**src/rtl/mem_arbiter_pkg.sv**
```systemverilog
// Shared types for the single-port RAM arbiter: word type, RAM handshake
// states reported by the memory, and the arbiter FSM state encoding.
package mem_arbiter_pkg;

  typedef logic [31:0] word_t;

  // Status reported by the RAM for the access currently presented to it.
  typedef enum logic [1:0] {
    FREE   = 2'd0,
    BUSY   = 2'd1,
    ACCESS = 2'd2,
    ERROR  = 2'd3
  } ramstate_t;

  // Arbiter FSM encoding.
  typedef logic [1:0] arb_state_t;
  localparam logic [1:0] IDLE   = 2'd0;
  localparam logic [1:0] IGRANT = 2'd1;
  localparam logic [1:0] DGRANT = 2'd2;

endpackage

```
**src/rtl/mem_arbiter.sv**
```systemverilog
// Arbiter between icache and dcache for a single shared RAM port.
// The data side has priority; a saturating streak counter forces an
// instruction grant after MAX_DSTREAK back-to-back data completions that
// happened while an instruction fetch was waiting.
//
// Handshake: each cache holds its request level (and address/data stable)
// until it sees its wait signal low for one cycle; that cycle is the
// completion and carries the load data. Dropping the request while granted
// aborts the access with no wait pulse. The RAM completes an access in the
// cycle it reports ACCESS; BUSY, FREE and ERROR hold the access in place.
module mem_arbiter
  import mem_arbiter_pkg::*;
#(
  parameter int MAX_DSTREAK = 4,
  localparam int SW = $clog2(MAX_DSTREAK + 1)
) (
  input  logic       CLK,
  input  logic       RST,
  // instruction side
  input  logic       iREN,
  input  word_t      iaddr,
  output logic       iwait,
  output word_t      iload,
  // data side
  input  logic       dREN,
  input  logic       dWEN,
  input  word_t      daddr,
  input  word_t      dstore,
  output logic       dwait,
  output word_t      dload,
  // RAM side
  output logic       ramREN,
  output logic       ramWEN,
  output word_t      ramaddr,
  output word_t      ramstore,
  input  word_t      ramload,
  input  ramstate_t  ramstate,
  // debug visibility of arbiter state
  output arb_state_t fsm_state,
  output logic [SW-1:0] dstreak
);

  localparam logic [SW-1:0] STREAK_MAX = SW'(MAX_DSTREAK);

  arb_state_t    state;
  arb_state_t    state_next;
  logic [SW-1:0] streak;
  logic          d_req;
  logic          i_done;
  logic          d_done;

  assign d_req     = dREN | dWEN;
  assign fsm_state = state;
  assign dstreak   = streak;

  // Next-state selection and all combinational outputs, including the
  // same-cycle completion pulse when the RAM reports ACCESS.
  always_comb begin
    state_next = state;
    ramREN     = 1'b0;
    ramWEN     = 1'b0;
    ramaddr    = '0;
    ramstore   = '0;
    iwait      = 1'b1;
    dwait      = 1'b1;
    iload      = '0;
    dload      = '0;
    i_done     = 1'b0;
    d_done     = 1'b0;
    case (state)
      IDLE: begin
        // Data wins unless the instruction side has already waited out a
        // full streak of data completions.
        if (d_req && (streak < STREAK_MAX || !iREN)) begin
          state_next = DGRANT;
        end else if (iREN) begin
          state_next = IGRANT;
        end
      end
      IGRANT: begin
        if (!iREN) begin
          state_next = IDLE;
        end else begin
          ramREN  = 1'b1;
          ramaddr = iaddr;
          if (ramstate == ACCESS) begin
            iwait      = 1'b0;
            iload      = ramload;
            i_done     = 1'b1;
            state_next = IDLE;
          end
        end
      end
      DGRANT: begin
        if (!d_req) begin
          state_next = IDLE;
        end else begin
          ramaddr  = daddr;
          ramWEN   = dWEN;
          ramREN   = dREN & ~dWEN;
          ramstore = dstore;
          if (ramstate == ACCESS) begin
            dwait      = 1'b0;
            dload      = dWEN ? '0 : ramload;
            d_done     = 1'b1;
            state_next = IDLE;
          end
        end
      end
      default: state_next = IDLE;
    endcase
  end

  // FSM state register.
  always_ff @(posedge CLK) begin
    if (RST) begin
      state <= IDLE;
    end else begin
      state <= state_next;
    end
  end

  // Data-completion streak seen by a waiting fetch; cleared whenever the
  // fetch is not pending or has just been served.
  always_ff @(posedge CLK) begin
    if (RST) begin
      streak <= '0;
    end else if (!iREN || i_done) begin
      streak <= '0;
    end else if (d_done && streak < STREAK_MAX) begin
      streak <= streak + 1'b1;
    end
  end

endmodule

```
**config.mk**
```make
export PLATFORM = sky130hd
export DESIGN_NAME = mem_arbiter
export DESIGN_NICKNAME = d
export VERILOG_FILES = /design/src/rtl/mem_arbiter_pkg.sv /design/src/rtl/mem_arbiter.sv
export SDC_FILE = /design/constraint.sdc
export NUM_CORES = 1
export LEC_CHECK = 0
export ABC_CLOCK_PERIOD_IN_PS = 1900
export CORE_AREA = 3 3 105 107
export DETAILED_ROUTE_END_ITERATION = 12
export DIE_AREA = 0 0 108 110
export PLACE_DENSITY = 0.71
export SLEW_MARGIN = 20
export SYNTH_ARGS = -nofsm -noshare
export SYNTH_HDL_FRONTEND = slang
export SYNTH_SLANG_ARGS = --single-unit
```
**constraint.sdc**
```tcl
create_clock -name CLK -period 1.9 [get_ports CLK]
set_clock_uncertainty 0.15 [all_clocks]
set_input_delay 0.475 -clock CLK [delete_from_list [all_inputs] [get_ports CLK]]
set_output_delay 0.475 -clock CLK [all_outputs]
set_load 0.05 [all_outputs]
```
==> impl_results.md, run 1 <==
- Master cell of the clock root buffer: sky130_fd_sc_hd__clkbuf_8
- Data arrival time of the critical path: 1.72 ns
- Final WS setup: -0.442 ns
- Residual overflow from global routing: 0
- Count of final max-slew check failures: 0
- Critical path data required time: 1.27 ns
- Tcrit/Tclk final: 1.23
- Total number of yosys warnings: 0
- Total wire length after detailed routing: 14.9 mm
- Count of cell types in the netlist: 29
- Leakage power: 2.82 nW
- Count of H-tree levels built during CTS: 1
- Antenna viol nets, final: 0
- CTS hold repair buffers: 0
- DIE WIDTH: 108 um
- Port Buf Inserts: 271
- Startpoint of the worst register-to-register path: fsm_state[0]
- Number of instances in the synthesized netlist: 233
- Top flip-flop cell by instance count after synthesis: sky130_fd_sc_hd__dfxtp_1
- Count leader, synth: sky130_fd_sc_hd__and2_1
- Residual DRC count: 0
- Max-slew headroom: 0.782
- Max stage delay cell, worst path: sky130_fd_sc_hd__dfxtp_4
- Crit path cell chain: inv_4 > ha_4 > and2_4 > buf_8 > buf_16 > a22oi_2 > nor2b_4 > buf_12
- Relative area change from synthesis to final layout: 365%
- Clk Latency, worst-skew pair: 0.23 ns
- Time the worst path needs with I/O delays and setup: 2.34 ns
- Hold path startpoint: dstreak[1]
- Clock tree from TritonCTS: done
- Post-synth design cell area: 0.00158 sq mm
- Highest attainable clock frequency: 427 MHz
- Nature of the critical path startpoint: flip-flop
- Final Power: 2.03 mW
- Routability Congestion: 0.815
- DRC violation total after the first TritonRoute iteration: 166
- Count of flip-flops with a built-in enable after synthesis: 0
- Unrepaired setup endpoints after global routing: yes
- Startpoint of the most critical setup path: fsm_state[1]
- Worst vdd ir: 183 uV
- Initial core utilization: 0.154
- Crit Path Class: flip-flop to primary output
- Placed wire-length estimate: 10.9 mm
- Net count of the finished layout: 674
- FP Rows: 37
- Total placed cells including tap cells: 641
- Share of post-route cells with drive strength above 1: 0.692
- Number of antenna violations at the first check in global routing: 2
- Wire length per cell: 22.3 um
- Async S/R FF share, synth: 0
- Largest net degree at the start of global routing: 33
- Number of global-route vias before repair: 3,263
- Detailed-route via count: 3,118
- Register bit count reported by yosys: 5
- CP Capture Type: primary output
- Syn_area_per_cell: 6.78 sq um
- Most numerous cell types in the synthesized netlist: 65 x sky130_fd_sc_hd__and2_1, 33 x sky130_fd_sc_hd__nor2b_1, 32 x sky130_fd_sc_hd__a22oi_1, 32 x sky130_fd_sc_hd__and3_1, 8 x sky130_fd_sc_hd__clkbuf_2
- Final Core Density: 0.718
- GRT Total Usage: 0.221
- Max-Cap Viols: 0
- Maximum fanout along the worst path: 9
- Floorplan core area: 0.0102 sq mm
- Reg clk slew, reported paths: 0.04 ns
- Seq/Total Area, Yosys: 0.0634
- Biggest area contributors in the synthesized netlist: sky130_fd_sc_hd__and2_1 26%, sky130_fd_sc_hd__a22oi_1 15%, sky130_fd_sc_hd__nor2b_1 13%, sky130_fd_sc_hd__and3_1 13%, sky130_fd_sc_hd__dfxtp_1 6.3%
- Area share of the largest cell type after synthesis: 0.258
- TritonRoute pass-1 iters: 4
- Final Hold Vio Count: 0
- First-pass GRT wire length: 19.9 mm
- Maximum root-to-sink buffer count: 2
- Number of setup violations in the final report: 130
- Synthesized Nets: 373
- Slew at the pin with the worst max-slew slack: 0.326 ns
- Die H: 110 um
- Cts bufs inserted: 3
- Library cell with the largest summed area after synthesis: sky130_fd_sc_hd__and2_1
- CTS Sinks: 5
- Die Area: 0.0119 sq mm
- Worst path max stage delay: 0.37 ns
- Classification of the worst-slack hold path: flip-flop to flip-flop
- Antenna diode count: 0
- Status: finished, violations left
- IO Count: 272
- Non-Filler Instances: 669
- Power Dens Cells: 277 mW/mm^2
- Mean number of vias per cell: 4.66
- Violations in the final reports: setup timing
placed cells by master (no fill, tap or decap), types with 5 or more instances in the layout:
master / instances
sky130_fd_sc_hd__buf_12: 147
sky130_fd_sc_hd__nor2b_4: 32
sky130_fd_sc_hd__and3_4: 32
sky130_fd_sc_hd__buf_4: 15
sky130_fd_sc_hd__a22oi_2: 32
sky130_fd_sc_hd__buf_6: 7
sky130_fd_sc_hd__and2_4: 65
sky130_fd_sc_hd__clkbuf_16: 5
sky130_fd_sc_hd__buf_8: 6
sky130_fd_sc_hd__clkdlybuf4s50_1: 129
final cells by class:
type,instances,area [sq um]
inverters,4,20.0
multi-input cells,201,2160
repair buffers,319,4830
well taps,136,170
flip-flops and latches,5,108
fillers,628,2890
clock buffers,4,45.0
per-layer routing:
layer	vias to the layer above	wire length (um)	track usage	part of all wire
met5	-	27	0	0.0018
li1	1410	-	-	-
met3	36	1490	0.0745	0.10
met2	180	8350	0.438	0.56
met1	1488	4560	0.213	0.31
met4	4	496	0.0712	0.033
per-stage QoR:
step | worst slack, ns | hold slack (ns) | cell area, sq um | TNS [ns]
6_report | -0.442 | 0.384 | 7340 | -48.41
5_1_grt | -0.496 | 0.437 | 7340 | -55.39
4_1_cts | -0.433 | 0.382 | 7220 | -46.42
3_5_place_dp | -0.643 | 0.377 | 6570 | -69.05
3_3_place_gp | -0.627 | 0.369 | 6570 | -65.19
2_1_floorplan | -0.110 | 0.385 | 2230 | -10.73
logic make-up after synthesis:
group,after synthesis,share of synthesized area
buf+inv,27,0.0864
simple gates,154,0.605
fa+ha+maj,5,0.0396
mux,2,0.0127
flops,5,0.0634
compound gates,40,0.193
state kept, by name, summed over array words and instances, names as in the netlist:
| name | flops |
|---|---|
| dstreak | 3 |
| fsm_state | 2 |
report_power, final:
part           switching (mW)  internal (mW)
Combinational           0.750          0.958
Sequential            0.00691          0.109
Clock                  0.0647          0.145
worst max-delay path: cells and delay by family (launching register included):
| family | cells | cell delay (ns) |
|---|---|---|
| AOI/OAI and AO/OA | 1 | 0.23 |
| adders and majority gates | 1 | 0.15 |
| DFF | 1 | 0.37 |
| buffers and inverters | 4 | 0.48 |
| and+or+nand+nor | 2 | 0.24 |
worst paths after layout:
kind,end,slack [ns],cells past startpoint
worst min-delay path,dstreak[1],0.38,2
worst min register to register,dstreak[1],0.38,2
worst max-delay path,ramaddr[1],-0.44,8
worst max register to register,dstreak[0],0.12,8
repair_timing:
item,in CTS,in global routing
endpoints found under the hold margin,0,0
buffers inserted,14,2
pin swaps,38,19
gates resized for setup,90,5
setup endpoints to repair,132,131
cloned,7,5
No activity file was read; power rests on OpenSTA's default activity.
==> run 2: changes to the inputs <==
--- a/config.mk
+++ b/config.mk
@@ -9,6 +9,7 @@
 export CORE_AREA = 3 3 105 107
 export DETAILED_ROUTE_END_ITERATION = 12
 export DIE_AREA = 0 0 108 110
+export GPL_ROUTABILITY_DRIVEN = 0
 export PLACE_DENSITY = 0.71
 export SLEW_MARGIN = 20
 export SYNTH_ARGS = -nofsm -noshare
==> results of run 2 <==
No change in the layout: final DEF, timing and power equal those of run 1.
